**src/rtl/iir_pkg.sv**
```systemverilog
// rtl/iir_pkg.sv - shared types and helpers for the time-multiplexed IIR engine
package iir_pkg;

  typedef enum logic {LPF = 1'b0, HPF = 1'b1} filt_mode_e;

  typedef enum logic [2:0] {IDLE, LOAD, DIFF, MUL, WB, OUT} state_e;

  // Offset between offset-binary samples and their signed value.
  function automatic int half_scale(input int n);
    return 1 << (n - 1);
  endfunction

  function automatic logic [31:0] sat_u(input logic signed [31:0] value, input int n);
    logic signed [31:0] hi;
    hi = (32'sd1 <<< n) - 32'sd1;
    if (value < 0) return '0;
    if (value > hi) return hi;
    return value;
  endfunction

endpackage

```
**src/rtl/iir_round_mul.sv**
```systemverilog
// rtl/iir_round_mul.sv - signed d times unsigned alpha, round-half-up, >>> CW, registered
module iir_round_mul #(
  parameter int DW = 13,
  parameter int CW = 16
) (
  input  logic                 clk,
  input  logic                 reset_n,
  input  logic                 en,
  input  logic signed [DW-1:0] d,
  input  logic [CW-1:0]        coef,
  output logic signed [DW-1:0] p
);

  localparam int PW = DW + CW + 1;
  localparam logic signed [PW-1:0] HALF = PW'(1) << (CW - 1);

  logic signed [PW-1:0] prod;
  logic signed [DW-1:0] p_next;

  // |alpha| < 1, so the shifted product always fits back into DW bits.
  always_comb begin
    prod   = PW'(d) * $signed(PW'({1'b0, coef}));
    p_next = DW'((prod + HALF) >>> CW);
  end

  always_ff @(posedge clk or negedge reset_n) begin
    if (!reset_n) begin
      p <= '0;
    end else if (en) begin
      p <= p_next;
    end
  end

endmodule

```
**src/rtl/iir_mux_filter.sv**
```systemverilog
// rtl/iir_mux_filter.sv - NCH-channel first-order LPF/HPF sharing one multiplier
// Optional IIR_SAT_FLAG_EN adds sticky sat_flag and clr_sat.
module iir_mux_filter
  import iir_pkg::*;
#(
  parameter int N   = 10,
  parameter int NCH = 2,
  parameter int CW  = 16
) (
  input  logic               clk,
  input  logic               reset_n,
  input  logic               in_valid,
  output logic               in_ready,
  input  logic [NCH*N-1:0]   in_data,
  input  logic [NCH*CW-1:0]  coef,
  input  logic [NCH-1:0]     mode,
  input  logic               flush,
  output logic               out_valid,
  input  logic               out_ready,
  output logic [NCH*N-1:0]   out_data
`ifdef IIR_SAT_FLAG_EN
  ,
  output logic [NCH-1:0]     sat_flag,
  input  logic               clr_sat
`endif
);

  localparam int W   = N + 2;
  localparam int DW  = W + 1;
  localparam int SW  = W + 2;
  localparam int CHW = (NCH > 1) ? $clog2(NCH) : 1;
  localparam int OFS = half_scale(N);
  localparam logic signed [SW-1:0] Y_HI = SW'((1 << (W - 1)) - 1);
  localparam logic signed [SW-1:0] Y_LO = SW'(-(1 << (W - 1)));

  state_e               state;
  logic [CHW-1:0]       ch;
  logic [NCH*N-1:0]     in_lat;
  logic [NCH*CW-1:0]    coef_lat;
  logic [NCH-1:0]       mode_lat;
  logic signed [W-1:0]  x_all  [NCH];
  logic signed [W-1:0]  y_prev [NCH];
  logic signed [W-1:0]  x_prev [NCH];
  logic signed [DW-1:0] d_reg;
  logic signed [DW-1:0] d_next;
  logic signed [DW-1:0] p;
  logic signed [SW-1:0] y_sum;
  logic signed [W-1:0]  y_cl;
  logic signed [31:0]   o_raw;

  iir_round_mul #(.DW(DW), .CW(CW)) u_mul (
    .clk     (clk),
    .reset_n (reset_n),
    .en      (state == MUL),
    .d       (d_reg),
    .coef    (coef_lat[ch*CW +: CW]),
    .p       (p)
  );

  always_comb begin
    if (filt_mode_e'(mode_lat[ch]) == HPF) begin
      d_next = DW'(y_prev[ch]) + DW'(x_all[ch]) - DW'(x_prev[ch]);
      y_sum  = SW'(p);
    end else begin
      d_next = DW'(x_all[ch]) - DW'(y_prev[ch]);
      y_sum  = SW'(y_prev[ch]) + SW'(p);
    end
    if (y_sum > Y_HI)      y_cl = W'(Y_HI);
    else if (y_sum < Y_LO) y_cl = W'(Y_LO);
    else                   y_cl = W'(y_sum);
    o_raw = 32'(y_cl) + OFS;
  end

  always_ff @(posedge clk or negedge reset_n) begin
    if (!reset_n) begin
      state     <= IDLE;
      in_ready  <= 1'b1;
      out_valid <= 1'b0;
      out_data  <= '0;
      ch        <= '0;
      d_reg     <= '0;
      in_lat    <= '0;
      coef_lat  <= '0;
      mode_lat  <= '0;
      for (int i = 0; i < NCH; i++) begin
        x_all[i]  <= '0;
        y_prev[i] <= '0;
        x_prev[i] <= '0;
      end
    end else if (flush) begin
      state     <= IDLE;
      in_ready  <= 1'b1;
      out_valid <= 1'b0;
      for (int i = 0; i < NCH; i++) begin
        y_prev[i] <= '0;
        x_prev[i] <= '0;
      end
    end else begin
      case (state)
        IDLE: if (in_valid) begin
          in_lat   <= in_data;
          coef_lat <= coef;
          mode_lat <= mode;
          ch       <= '0;
          in_ready <= 1'b0;
          state    <= LOAD;
        end
        // Offset-binary to signed conversion gets its own cycle.
        LOAD: begin
          for (int i = 0; i < NCH; i++) begin
            x_all[i] <= W'({1'b0, in_lat[i*N +: N]}) - W'(OFS);
          end
          state <= DIFF;
        end
        DIFF: begin
          d_reg <= d_next;
          state <= MUL;
        end
        MUL: state <= WB;
        WB: begin
          y_prev[ch]         <= y_cl;
          x_prev[ch]         <= x_all[ch];
          out_data[ch*N +: N] <= N'(sat_u(o_raw, N));
          if (ch == CHW'(NCH - 1)) begin
            out_valid <= 1'b1;
            state     <= OUT;
          end else begin
            ch    <= ch + CHW'(1);
            state <= DIFF;
          end
        end
        OUT: if (out_ready) begin
          out_valid <= 1'b0;
          in_ready  <= 1'b1;
          state     <= IDLE;
        end
        default: state <= IDLE;
      endcase
    end
  end

`ifdef IIR_SAT_FLAG_EN
  logic sat_hit;
  assign sat_hit = (y_sum > Y_HI) || (y_sum < Y_LO) || (sat_u(o_raw, N) != o_raw);

  always_ff @(posedge clk or negedge reset_n) begin
    if (!reset_n) begin
      sat_flag <= '0;
    end else begin
      for (int i = 0; i < NCH; i++) begin
        if (!flush && state == WB && ch == CHW'(i) && sat_hit) sat_flag[i] <= 1'b1;
        else if (clr_sat)                                       sat_flag[i] <= 1'b0;
      end
    end
  end
`endif

endmodule
```
**config.mk**
```make
export PLATFORM = sky130hd
export DESIGN_NAME = iir_mux_filter
export DESIGN_NICKNAME = d
export VERILOG_FILES = /design/src/rtl/iir_pkg.sv /design/src/rtl/iir_round_mul.sv /design/src/rtl/iir_mux_filter.sv
export SDC_FILE = /design/constraint.sdc
export NUM_CORES = 1
export LEC_CHECK = 0
export CELL_PAD_IN_SITES_DETAIL_PLACEMENT = 1
export CELL_PAD_IN_SITES_GLOBAL_PLACEMENT = 2
export CORE_ASPECT_RATIO = 0.75
export CORE_UTILIZATION = 42
export CTS_CLUSTER_DIAMETER = 50
export CTS_CLUSTER_SIZE = 8
export DETAILED_ROUTE_END_ITERATION = 7
export DONT_BUFFER_PORTS = 1
export GPL_TIMING_DRIVEN = 0
export PLACE_DENSITY_LB_ADDON = 0.1
export SLEW_MARGIN = 40
export SYNTH_ARGS = -nofsm -noshare
export SYNTH_HDL_FRONTEND = slang
export SYNTH_SLANG_ARGS = --single-unit
```
**constraint.sdc**
```tcl
create_clock -name clk -period 9.05 [get_ports clk]
set_input_delay 1.3575 -clock clk [delete_from_list [all_inputs] [get_ports clk]]
set_output_delay 1.3575 -clock clk [all_outputs]
set_load 0.02 [all_outputs]
```
==> summary.txt <==
Status
  – Status: complete, no violations

Synthesis
  – #FFs+latches synth: between 150 and 200
  – Synth top area cells: dfrtp_1, fa_1, ha_1
  – Post-Syn Area per Cell: 9.47 um^2
  – Ys flop type: dfrtp_1
  – Number of synthesized flops with an enable pin: 0
  – Most common cell in the netlist: nand2_1
  – Most instantiated cells after synthesis: nand2_1, inv_1, dfrtp_1, fa_1, ha_1
  – Syn_nets: between 2000 and 2500
  – Yosys synthesis warning count: 0
  – Post-synth cell types: between 80 and 90
  – Share of the synthesized area in the top cell type: between 20 and 30%
  – Synth async-reset ratio: 100%
  – Sequential share of the synthesized area: roughly a quarter
  – Netlist Area Pre-Place: approximately 17000 um^2
  – Yosys top cell by area: dfrtp_1
  – Synth Instances: 1749

Timing
  – Max-slew violations: 0
  – RSZ-0062 raised after global routing: false
  – Clock period minus worst slack: approximately 8500 ps
  – Fmax: around 0.12 GHz
  – Final hold vios: 0
  – Setup Skew: about 20 ps
  – Final setup fails: 0
  – Max_slew headroom: approximately 43%
  – Final worst-path cycle share: between 90 and 100%
  – Tightest Pin Transition: around 820 ps
  – Worst hold margin: approximately 460 ps

Setup path
  – Critical Path AT: approximately 8800 ps
  – R2R depth: 21
  – Worst r2r src: ch$_DFFE_PN0P_
  – Reg-to-reg setup timing slack: around 570 ps
  – Critical Path Sink Type: flop
  – CP required: about 9400 ps
  – CP Launch Type: flop
  – Critical path class: reg2reg
  – CP max FO: 19
  – Critical R2R Capture: u_mul.p[11]$_DFFE_PN0N_

Min path
  – Hold path start: in_lat[19]$_DFFE_PN0P_
  – Hold path endpoint: x_all[10]$_DFFE_PN0P_
  – Hold depth: 1
  – Hold Path Class: reg2reg

Layout
  – Layout area overhead: 7.37%
  – Diodes inserted: 0
  – Fraction of layout cells with a size suffix above 1: between 10 and 15%
  – Biggest regs: coef_lat (32), y_prev (24)
  – Reg with most FFs: coef_lat
  – Fin area: 17800 um^2
  – Fin nets: around 2100
  – Max reg flops: 32
  – Final cell count without fillers: about 2300

Die
  – Core footprint: just under 40000 um^2
  – DIE HEIGHT: 174 um
  – Row count: a little over 60
  – Initial Utilization: between 40% and 50%
  – Top Ports: approximately 80
  – Die ar.: between 40000 and 50000 um^2
  – Die Wd: 231 um

Detailed routing
  – Total Wirelength: between 40000 and 50000 um
  – TritonRoute pass-1 iters: 5
  – Vias/cell: around 5.4
  – # DRC: 0
  – Post-route ant nets: 0
  – DR vias: around 12000
  – Routed len/inst: roughly 22 um
  – Iter 0 DRT Violations: around 650

Global routing
  – Vias in the first global route: around 14000
  – Total gr overflow: 0
  – Initial antenna violation count: 1
  – Total Routing Usage GR: a little over a quarter
  – First-pass GRT wire length: 79800 um
  – Largest net degree at the start of global routing: roughly 170

Place
  – Number of buffers added on ports: 0
  – GPL Wtd Cong: roughly 0.85
  – DP Area: around 17000 um^2
  – Post-placement cell count: between 2000 and 2500
  – Detail Placement HPWL: between 30000 and 40000 um

CTS
  – CTS root buf: clkbuf_16
  – Worst-Skew Late Latency: about 470 ps
  – Clock sink count: between 150 and 200
  – Clock transition at the registers of the reported paths: 70 ps
  – Clk buf depth: 2
  – Number of CTS-inserted buffers: 17
  – Htree depth: 4
  – TritonCTS clock tree: yes

Run
  – Max-cap violations: 0
==> through the flow <==
step	setup WS (ps)	TNS (ps)	utilization, %
after floorplan	2100	0	-
final	568	0	46.1
after CTS	8.76	0	46.1
after global routing	82.6	0	46.1
after global placement	-449	-1320	44.6
after detailed placement	30.4	0	44.7
==> worst max-delay path, stage by stage, from the launching register on <==
cell	delay, ps
dfrtp_1	340
buf_4	200
clkbuf_2	590
mux2_2	420
clkbuf_1	530
nand2_1	170
fa_1	520
fa_1	530
inv_1	50
fa_1	480
fa_1	540
fa_1	520
fa_1	570
ha_1	380
a211oi_1	280
nand4_1	200
a211oi_2	470
o31ai_4	200
a2111oi_4	520
o31ai_2	130
a211oi_1	560
o31ai_1	120
==> cell usage in the layout, fill, tap and decap left out, types with 21 or more instances in the layout <==
master,count
nand2_1,298
a211oi_2,23
a21oi_1,69
clkbuf_1,66
o21ai_0,40
and2_1,61
fa_1,167
nor3_1,21
mux2_2,81
mux2i_1,22
nor2_1,68
dfrtp_1,169
xnor2_1,22
ha_1,133
inv_1,220
o21ai_1,23
==> what timing repair did <==
item	4_1_cts	5_1_grt
hold buffers	0	0
setup buffers	0	0
endpoints found under the setup margin	0	4
resized for setup	0	0
==> worst max-delay path by stage <==
stage / startpoint / end / slack (ps) / cells past startpoint
6_report: ch$_DFFE_PN0P_ / u_mul.p[11]$_DFFE_PN0N_ / 570 / 21
5_1_grt: ch$_DFFE_PN0P_ / u_mul.p[11]$_DFFE_PN0N_ / 80 / 21
4_1_cts: ch$_DFFE_PN0P_ / u_mul.p[11]$_DFFE_PN0N_ / 9 / 21
3_5_place_dp: ch$_DFFE_PN0P_ / u_mul.p[11]$_DFFE_PN0N_ / 30 / 21
3_3_place_gp: ch$_DFFE_PN0P_ / u_mul.p[11]$_DFFE_PN0N_ / -450 / 24
2_1_floorplan: ch$_DFFE_PN0P_ / u_mul.p[11]$_DFFE_PN0N_ / 2100 / 21
==> kinds of logic after synthesis <==
kind of cell	after synthesis	share of synthesized area [%]
adders and majority gates	300	30.2
muxes	108	7.16
DFF	170	25.7
buffers and inverters	312	7.35
and+or+nand+nor	576	16.7
AOI/OAI and AO/OA	249	11.1
xor gates and xnor gates	34	1.80
==> layer usage <==
layer  global-route usage (%)  share of wire, %  up-vias
met5                        0                 0        -
met4                     4.86               1.0        0
met3                     3.31               3.5       33
met2                     38.7                43      206
met1                     40.7                52     6473
li1                         -                 -     5751
==> area by class of cell <==
class	instances	area, um^2
fill	4369	20800
multi-input combinational	1267	11100
sequential	170	4260
inverter	220	826
tap	512	641
clock buffer	18	429
buffer	91	394
clock inverter	11	115
Power is not shown: default switching activity piles up to over one toggle a cycle in this logic, so the estimate is an artifact.
